## config.mk

```make
export PLATFORM = sky130hd
export DESIGN_NAME = cas_player
export DESIGN_NICKNAME = d
export VERILOG_FILES = /design/src/rtl/cas_player_pkg.sv /design/src/rtl/cas_bit_timer.sv /design/src/rtl/cas_player.sv
export SDC_FILE = /design/constraint.sdc
export NUM_CORES = 1
export LEC_CHECK = 0
export CORE_MARGIN = 2
export CORE_UTILIZATION = 44
export CTS_CLUSTER_SIZE = 30
export DETAILED_ROUTE_END_ITERATION = 7
export PLACE_DENSITY = 0.62
export SLEW_MARGIN = 10
export SYNTH_ARGS = -nofsm -noshare
export SYNTH_HDL_FRONTEND = slang
export SYNTH_SLANG_ARGS = --single-unit
export TNS_END_PERCENT = 1
```

## constraint.sdc

```tcl
create_clock -name CLK -period 3.7 [get_ports CLK]
set_clock_uncertainty 0.15 [all_clocks]
set_input_delay 0.37 -clock CLK [delete_from_list [all_inputs] [get_ports CLK]]
set_output_delay 0.37 -clock CLK [all_outputs]
set_load 0.1 [all_outputs]
```

## src/rtl/cas_player_pkg.sv

```systemverilog
// Shared types and helpers for the cassette playback engine.
package cas_player_pkg;

  localparam int unsigned CNT_W = 32;

  typedef enum logic [2:0] {
    IDLE,
    SPINUP,
    FETCH,
    LATCH,
    HI,
    LO,
    END
  } state_t;

  function automatic int unsigned half_period(input int unsigned clk_hz,
                                              input int unsigned bit_hz);
    return clk_hz / (2 * bit_hz);
  endfunction

endpackage

```

## src/rtl/cas_bit_timer.sv

```systemverilog
// Loadable down-counter for FSK half periods; freezes while run is low.
module cas_bit_timer
  import cas_player_pkg::*;
(
  input  logic             clk,
  input  logic             rst_n,
  input  logic             clear,
  input  logic             load,
  input  logic [CNT_W-1:0] load_val,
  input  logic             run,
  output logic             done
);

  logic [CNT_W-1:0] cnt;

  always_ff @(posedge clk or negedge rst_n) begin
    if (!rst_n) begin
      cnt <= '0;
    end else if (clear) begin
      cnt <= '0;
    end else if (load) begin
      cnt <= load_val;
    end else if (run && (cnt != '0)) begin
      cnt <= cnt - CNT_W'(1);
    end
  end

  assign done = run && (cnt == '0);

endmodule

```

## src/rtl/cas_player.sv

```systemverilog
// cas_player: streams a tape image from a byte buffer as CoCo FSK cassette audio.
// Optional motor spin-up silence before the first fetch: define CAS_PLAYER_MOTOR_DLY_EN.
module cas_player
  import cas_player_pkg::*;
#(
  parameter int unsigned ADDR_W       = 16,
  parameter int unsigned CLK_HZ       = 50000000,
  parameter int unsigned BIT0_HZ      = 1200,
  parameter int unsigned BIT1_HZ      = 2400,
  parameter int unsigned MOTOR_DLY_MS = 100
) (
  input  logic              CLK,
  input  logic              RESET_N,
  input  logic              EN,
  input  logic              REWIND,
  input  logic              LOAD_BUSY,
  input  logic [ADDR_W:0]   TAPE_LEN,
  output logic [ADDR_W-1:0] MEM_ADDR,
  output logic              MEM_RD,
  input  logic [7:0]        MEM_DATA,
  output logic              DOUT,
  output logic              PLAYING,
  output logic              EOT,
  output logic [ADDR_W:0]   POS
);

  localparam logic [CNT_W-1:0] HP0_M1 = CNT_W'(half_period(CLK_HZ, BIT0_HZ) - 32'd1);
  localparam logic [CNT_W-1:0] HP1_M1 = CNT_W'(half_period(CLK_HZ, BIT1_HZ) - 32'd1);
`ifdef CAS_PLAYER_MOTOR_DLY_EN
  localparam longint unsigned  SPIN_CYC = 64'(MOTOR_DLY_MS) * 64'(CLK_HZ) / 64'd1000;
  localparam logic [CNT_W-1:0] SPIN_M1  = CNT_W'(SPIN_CYC - 64'd1);
`endif

  state_t            state;
  logic [7:0]        shift;
  logic [2:0]        idx;
  logic [7:0]        pf_data;
  logic              pf_valid;
  logic              pf_req;
  logic              pf_ret;
  logic              rd_q;
  logic [ADDR_W:0]   tlen_q;

  logic              restart;
  logic              tmr_load;
  logic [CNT_W-1:0]  tmr_val;
  logic              tmr_run;
  logic              tmr_done;

  function automatic logic [CNT_W-1:0] hp_m1(input logic b);
    return b ? HP1_M1 : HP0_M1;
  endfunction

  assign restart = REWIND || LOAD_BUSY;

  // The strobe is gated combinationally so a download starting mid-fetch
  // never lets a read reach the buffer in that same cycle.
  assign MEM_RD = rd_q && !LOAD_BUSY;

  always_comb begin
    tmr_load = 1'b0;
    tmr_val  = HP0_M1;
    tmr_run  = 1'b0;
    unique case (state)
`ifdef CAS_PLAYER_MOTOR_DLY_EN
      IDLE: begin
        if (EN && (POS < TAPE_LEN)) begin
          tmr_load = 1'b1;
          tmr_val  = SPIN_M1;
        end
      end
      SPINUP: tmr_run = EN;
`endif
      LATCH: begin
        tmr_load = 1'b1;
        tmr_val  = hp_m1(MEM_DATA[0]);
      end
      HI: begin
        tmr_run = EN;
        if (tmr_done) begin
          tmr_load = 1'b1;
          tmr_val  = hp_m1(shift[0]);
        end
      end
      LO: begin
        tmr_run = EN;
        if (tmr_done) begin
          tmr_load = 1'b1;
          tmr_val  = (idx == 3'd7) ? hp_m1(pf_data[0]) : hp_m1(shift[1]);
        end
      end
      default: ;
    endcase
  end

  cas_bit_timer u_timer (
    .clk      (CLK),
    .rst_n    (RESET_N),
    .clear    (restart),
    .load     (tmr_load),
    .load_val (tmr_val),
    .run      (tmr_run),
    .done     (tmr_done)
  );

  always_ff @(posedge CLK or negedge RESET_N) begin
    if (!RESET_N) begin
      state    <= IDLE;
      shift    <= '0;
      idx      <= '0;
      pf_data  <= '0;
      pf_valid <= 1'b0;
      pf_req   <= 1'b0;
      pf_ret   <= 1'b0;
      rd_q     <= 1'b0;
      tlen_q   <= '0;
      MEM_ADDR <= '0;
      DOUT     <= 1'b0;
      PLAYING  <= 1'b0;
      EOT      <= 1'b0;
      POS      <= '0;
    end else if (restart) begin
      state    <= IDLE;
      idx      <= '0;
      pf_valid <= 1'b0;
      pf_req   <= 1'b0;
      pf_ret   <= 1'b0;
      rd_q     <= 1'b0;
      MEM_ADDR <= '0;
      DOUT     <= 1'b0;
      PLAYING  <= 1'b0;
      EOT      <= 1'b0;
      POS      <= '0;
    end else begin
      rd_q    <= 1'b0;
      pf_req  <= 1'b0;
      pf_ret  <= pf_req;
      PLAYING <= 1'b0;
      if (pf_ret) begin
        pf_data  <= MEM_DATA;
        pf_valid <= 1'b1;
      end
      unique case (state)
        IDLE: begin
          tlen_q <= TAPE_LEN;
          if (EN) begin
            if (POS < TAPE_LEN) begin
`ifdef CAS_PLAYER_MOTOR_DLY_EN
              state <= SPINUP;
`else
              state    <= FETCH;
              rd_q     <= 1'b1;
              MEM_ADDR <= POS[ADDR_W-1:0];
`endif
            end else begin
              state <= END;
              EOT   <= 1'b1;
            end
          end
        end
`ifdef CAS_PLAYER_MOTOR_DLY_EN
        SPINUP: begin
          if (!EN) begin
            state <= IDLE;
          end else if (tmr_done) begin
            state    <= FETCH;
            rd_q     <= 1'b1;
            MEM_ADDR <= POS[ADDR_W-1:0];
          end
        end
`endif
        FETCH: state <= LATCH;
        LATCH: begin
          shift   <= MEM_DATA;
          POS     <= POS + (ADDR_W+1)'(1);
          idx     <= '0;
          state   <= HI;
          DOUT    <= 1'b1;
          PLAYING <= EN;
        end
        HI: begin
          PLAYING <= EN;
          // Next byte is read while bit 0 plays so the byte seam has no gap.
          if (EN && (idx == 3'd0) && !pf_valid && !pf_req && !pf_ret && (POS < tlen_q)) begin
            pf_req   <= 1'b1;
            rd_q     <= 1'b1;
            MEM_ADDR <= POS[ADDR_W-1:0];
          end
          if (tmr_done) begin
            state <= LO;
            DOUT  <= 1'b0;
          end
        end
        LO: begin
          PLAYING <= EN;
          if (tmr_done) begin
            if (idx != 3'd7) begin
              shift <= shift >> 1;
              idx   <= idx + 3'd1;
              state <= HI;
              DOUT  <= 1'b1;
            end else begin
              tlen_q   <= TAPE_LEN;
              pf_valid <= 1'b0;
              if (POS < TAPE_LEN) begin
                if (pf_valid) begin
                  shift <= pf_data;
                  POS   <= POS + (ADDR_W+1)'(1);
                  idx   <= '0;
                  state <= HI;
                  DOUT  <= 1'b1;
                end else begin
                  state    <= FETCH;
                  rd_q     <= 1'b1;
                  MEM_ADDR <= POS[ADDR_W-1:0];
                  PLAYING  <= 1'b0;
                end
              end else begin
                state   <= END;
                EOT     <= 1'b1;
                PLAYING <= 1'b0;
              end
            end
          end
        end
        END: begin
          DOUT <= 1'b0;
          EOT  <= 1'b1;
        end
        default: state <= IDLE;
      endcase
    end
  end

endmodule

```

==> results.toml <==
[cts]
clock_latency_ns = 0.36
cts_setup_buffers = 0
cts_tree = "built"
path_clk_slew_ns = 0.07
cts_hold_buf = 1
cts_buffers = 9
numClockSinks = 111
htreeDepth = 3
cts-root-buf = "clkbuf_16"
cts.repair.resized = 0
cts.path.max_buffers = 2

[place]
dp_cells = 931
gp_congestion = 0.882
dpl.hpwl_mm = 11.2
port_buffers = 66

[critical_path]
worstPathRequired_ns = 3.79
crit_chain = "or4_1, or4_1, or3_4, nor3_4, o21ai_2, buf_12, nand2_1, o21ai_1"
crit_type = "reg2reg"
start_kind = "register"
r2r-end = "tlen_q[11]$_DFFE_PN0P_"
critPathSlowestCell = "or4_1"
cp-startpoint = "u_timer.cnt[20]$_DFFE_PN0P_"
regToRegSetupSlack_ns = 0.46
crit_end = "tlen_q[11]$_DFFE_PN0P_"
critPathTopFamily = "simple AND/OR/NAND/NOR gates"
cp_common_cell = "or4_1"
critical-path-max-stage-delay_ns = 0.67
end_kind = "register"
crit_fanout = 20
reg2reg_from = "u_timer.cnt[20]$_DFFE_PN0P_"
arrival_ns = 3.32
reg2regPathDepth = 8
path_buf_inv = 1
crit_cells = 8

[floorplanning]
die-area_um2 = 15700
dieHeight_um = 125
io_pins = 67
core-area_um2 = 14400
die_w_um = 125
initial_core_util = 0.448
row_count = 44

[logic_synthesis]
netlist.area_leader.share = 0.430
ys_top_cells_by_area = "dfrtp_1 43%, ha_1 7.4%, nand2_1 5.4%"
synth_area_leader_cell = "dfrtp_1"
syn_area_um2 = 6470
ys_ff_latch = 111
synth-warning-count = 0
synth.avg_cell_area_um2 = 9.28
yosysMostFrequentCell = "dfrtp_1"
ys_seq_area_frac = 0.430
synth_enable_flop_cells = 0
synth_flop_cell = "dfrtp_1"
async_flop_share = 1.00
yosys.cell_types.count = 62
synth_common_cells = "111 x dfrtp_1, 93 x nand2_1, 44 x inv_1, 44 x nor2_1, 39 x a21oi_1"
synthesis.nets = 765
syn_inst = 697

[global_routing]
grt_overflow = 0
grtUsageTotal = 0.212
busiest_layer = "met2"
grt_start_max_net_pins = 112
use_met3 = 0.0325
grt_pass1_wl_mm = 27.1
met1_usage = 0.311
antenna_found_initial = 0
grt_pass1_vias = 5371
met2_usage = 0.319

[power_and_ir_drop]
power.clock.fraction = 0.401
p_int_mw = 1.90
combPwrFrac = 0.101
ir_drop_mv = 0.186
p_leak_nw = 3.42
switchingPower_mw = 0.653
pwr_density_cell_nw_per_um2 = 333
swShare = 0.256
p_seq_frac = 0.498

[routing]
drcViolationCount = 0
firstDrtPassIters = 5
drtIter0Drc = 393
totalWireLength_mm = 15.9
via_count = 5349
wl_per_cell_um = 16.8
vias_per_cell = 5.64
final_antenna_net_count = 0

[sta]
period_share = 0.874
max_freq_mhz = 309
rsz0062_at_grt = "no"
slew_violations = 0
relSlewSlack = 0.315
worst_slew_pin_slew_ns = 1.02
setup_violations = 0
fin_crit_ns = 3.24
finalSetupTns_ns = 0
hold_violations = 0

[status]
status = "finished clean"

[final_layout]
finalNetCount = 827
syn2layout_area_growth_pct = 18.7
fillers = 1337
finish.utilization = 0.532
drive_gt1_frac = 0.0838
layoutNonFillerInstCount = 948
antenna_cells = 0

[hold_path]
hold_path.class = "reg2reg"
hp-start = "tlen_q[15]$_DFFE_PN0P_"

[run]
maxCapViolCount = 0
[state kept, by name, summed over array words and instances (netlist names), 3 cells and up]
name	flops
shift	8
tlen_q	17
state	3
MEM_ADDR	16
pf_data	8
u_timer.cnt	32
POS	17
idx	3
[worst reg2reg max path, delay by kind of cell (launching register included)]
family,cells,cell delay (ns)
AND/OR/NAND/NOR,5,2.01
flip-flops,1,0.41
AO/OA/AOI/OAI,2,0.32
buffers and inverters,1,0.23
[layout make-up]
cell class,count,area (um2),area share
Multi-Input combinational cell,512,3400,0.443
Sequential cell,111,2780,0.362
Timing Repair Buffer,81,796,0.104
Clock buffer,11,243,0.0316
Tap cell,184,230,0.0300
Inverter,44,165,0.0215
Clock inverter,5,63.8,0.00831
[power by group through the flow]
stage	clock, mW	sequential (mW)	combinational [mW]
6_report	1.03	1.27	0.258
5_1_grt	1.08	1.28	0.293
4_1_cts	1.04	1.27	0.262
3_5_place_dp	0	1.30	0.260
3_3_place_gp	0	1.30	0.254
2_1_floorplan	0	1.30	0.143
[cells in the final DEF, fill, tap and decap left out, drive strengths merged, types with 16 or more instances in the layout]
cell and instances:
mux2 18, dfrtp 111, xor2 16, inv 46, ha 38, o21ai 43
a21oi 40, or4 16, nand3 21, clkdlybuf4s50 64, nor2 44, nor3 20
buf 16, mux2i 30, nand2 93
[cells by family (layout without fill, tap and decap cells)]
kind of cell | after synthesis | after routing | share of synthesized area
XOR/XNOR | 27 | 27 | 0.0366
multiplexers | 48 | 48 | 0.0778
adder cells (fa/ha/maj) | 38 | 38 | 0.0735
AO/OA/AOI/OAI | 130 | 130 | 0.123
buffers and inverters | 74 | 141 | 0.0455
flip-flops | 111 | 111 | 0.430
AND/OR/NAND/NOR | 269 | 269 | 0.214
[routing by layer]
layer	up-vias	share of wire
met2	126	0.44
met4	0	0.019
met5	-	0
li1	2606	-
met1	2592	0.49
met3	25	0.046
[per-stage QoR]
step / instance area (um2) / setup WS, ns / hold WS, ns / power (mW)
finish: 7680 / 0.465 / 0.338 / 2.56
global route: 7680 / 0.289 / 0.370 / 2.66
floorplan: 6470 / 0.386 / -0.0756 / 1.44
global placement: 7360 / 0.440 / 0.317 / 1.55
CTS: 7680 / 0.465 / 0.340 / 2.58
detailed placement: 7360 / 0.386 / 0.323 / 1.56
[worst min-delay path by stage]
stage / endpoint / cells after the start / slack (ns)
after global placement: tlen_q[0]$_DFFE_PN0P_ / 1 / 0.32
after CTS: tlen_q[0]$_DFFE_PN0P_ / 1 / 0.34
final: tlen_q[15]$_DFFE_PN0P_ / 2 / 0.34
after floorplan: DOUT$_DFFE_PN0P_ / 0 / -0.08
after detailed placement: tlen_q[0]$_DFFE_PN0P_ / 1 / 0.32
after global routing: tlen_q[7]$_DFFE_PN0P_ / 2 / 0.37
(Power assumes the default switching activity.)
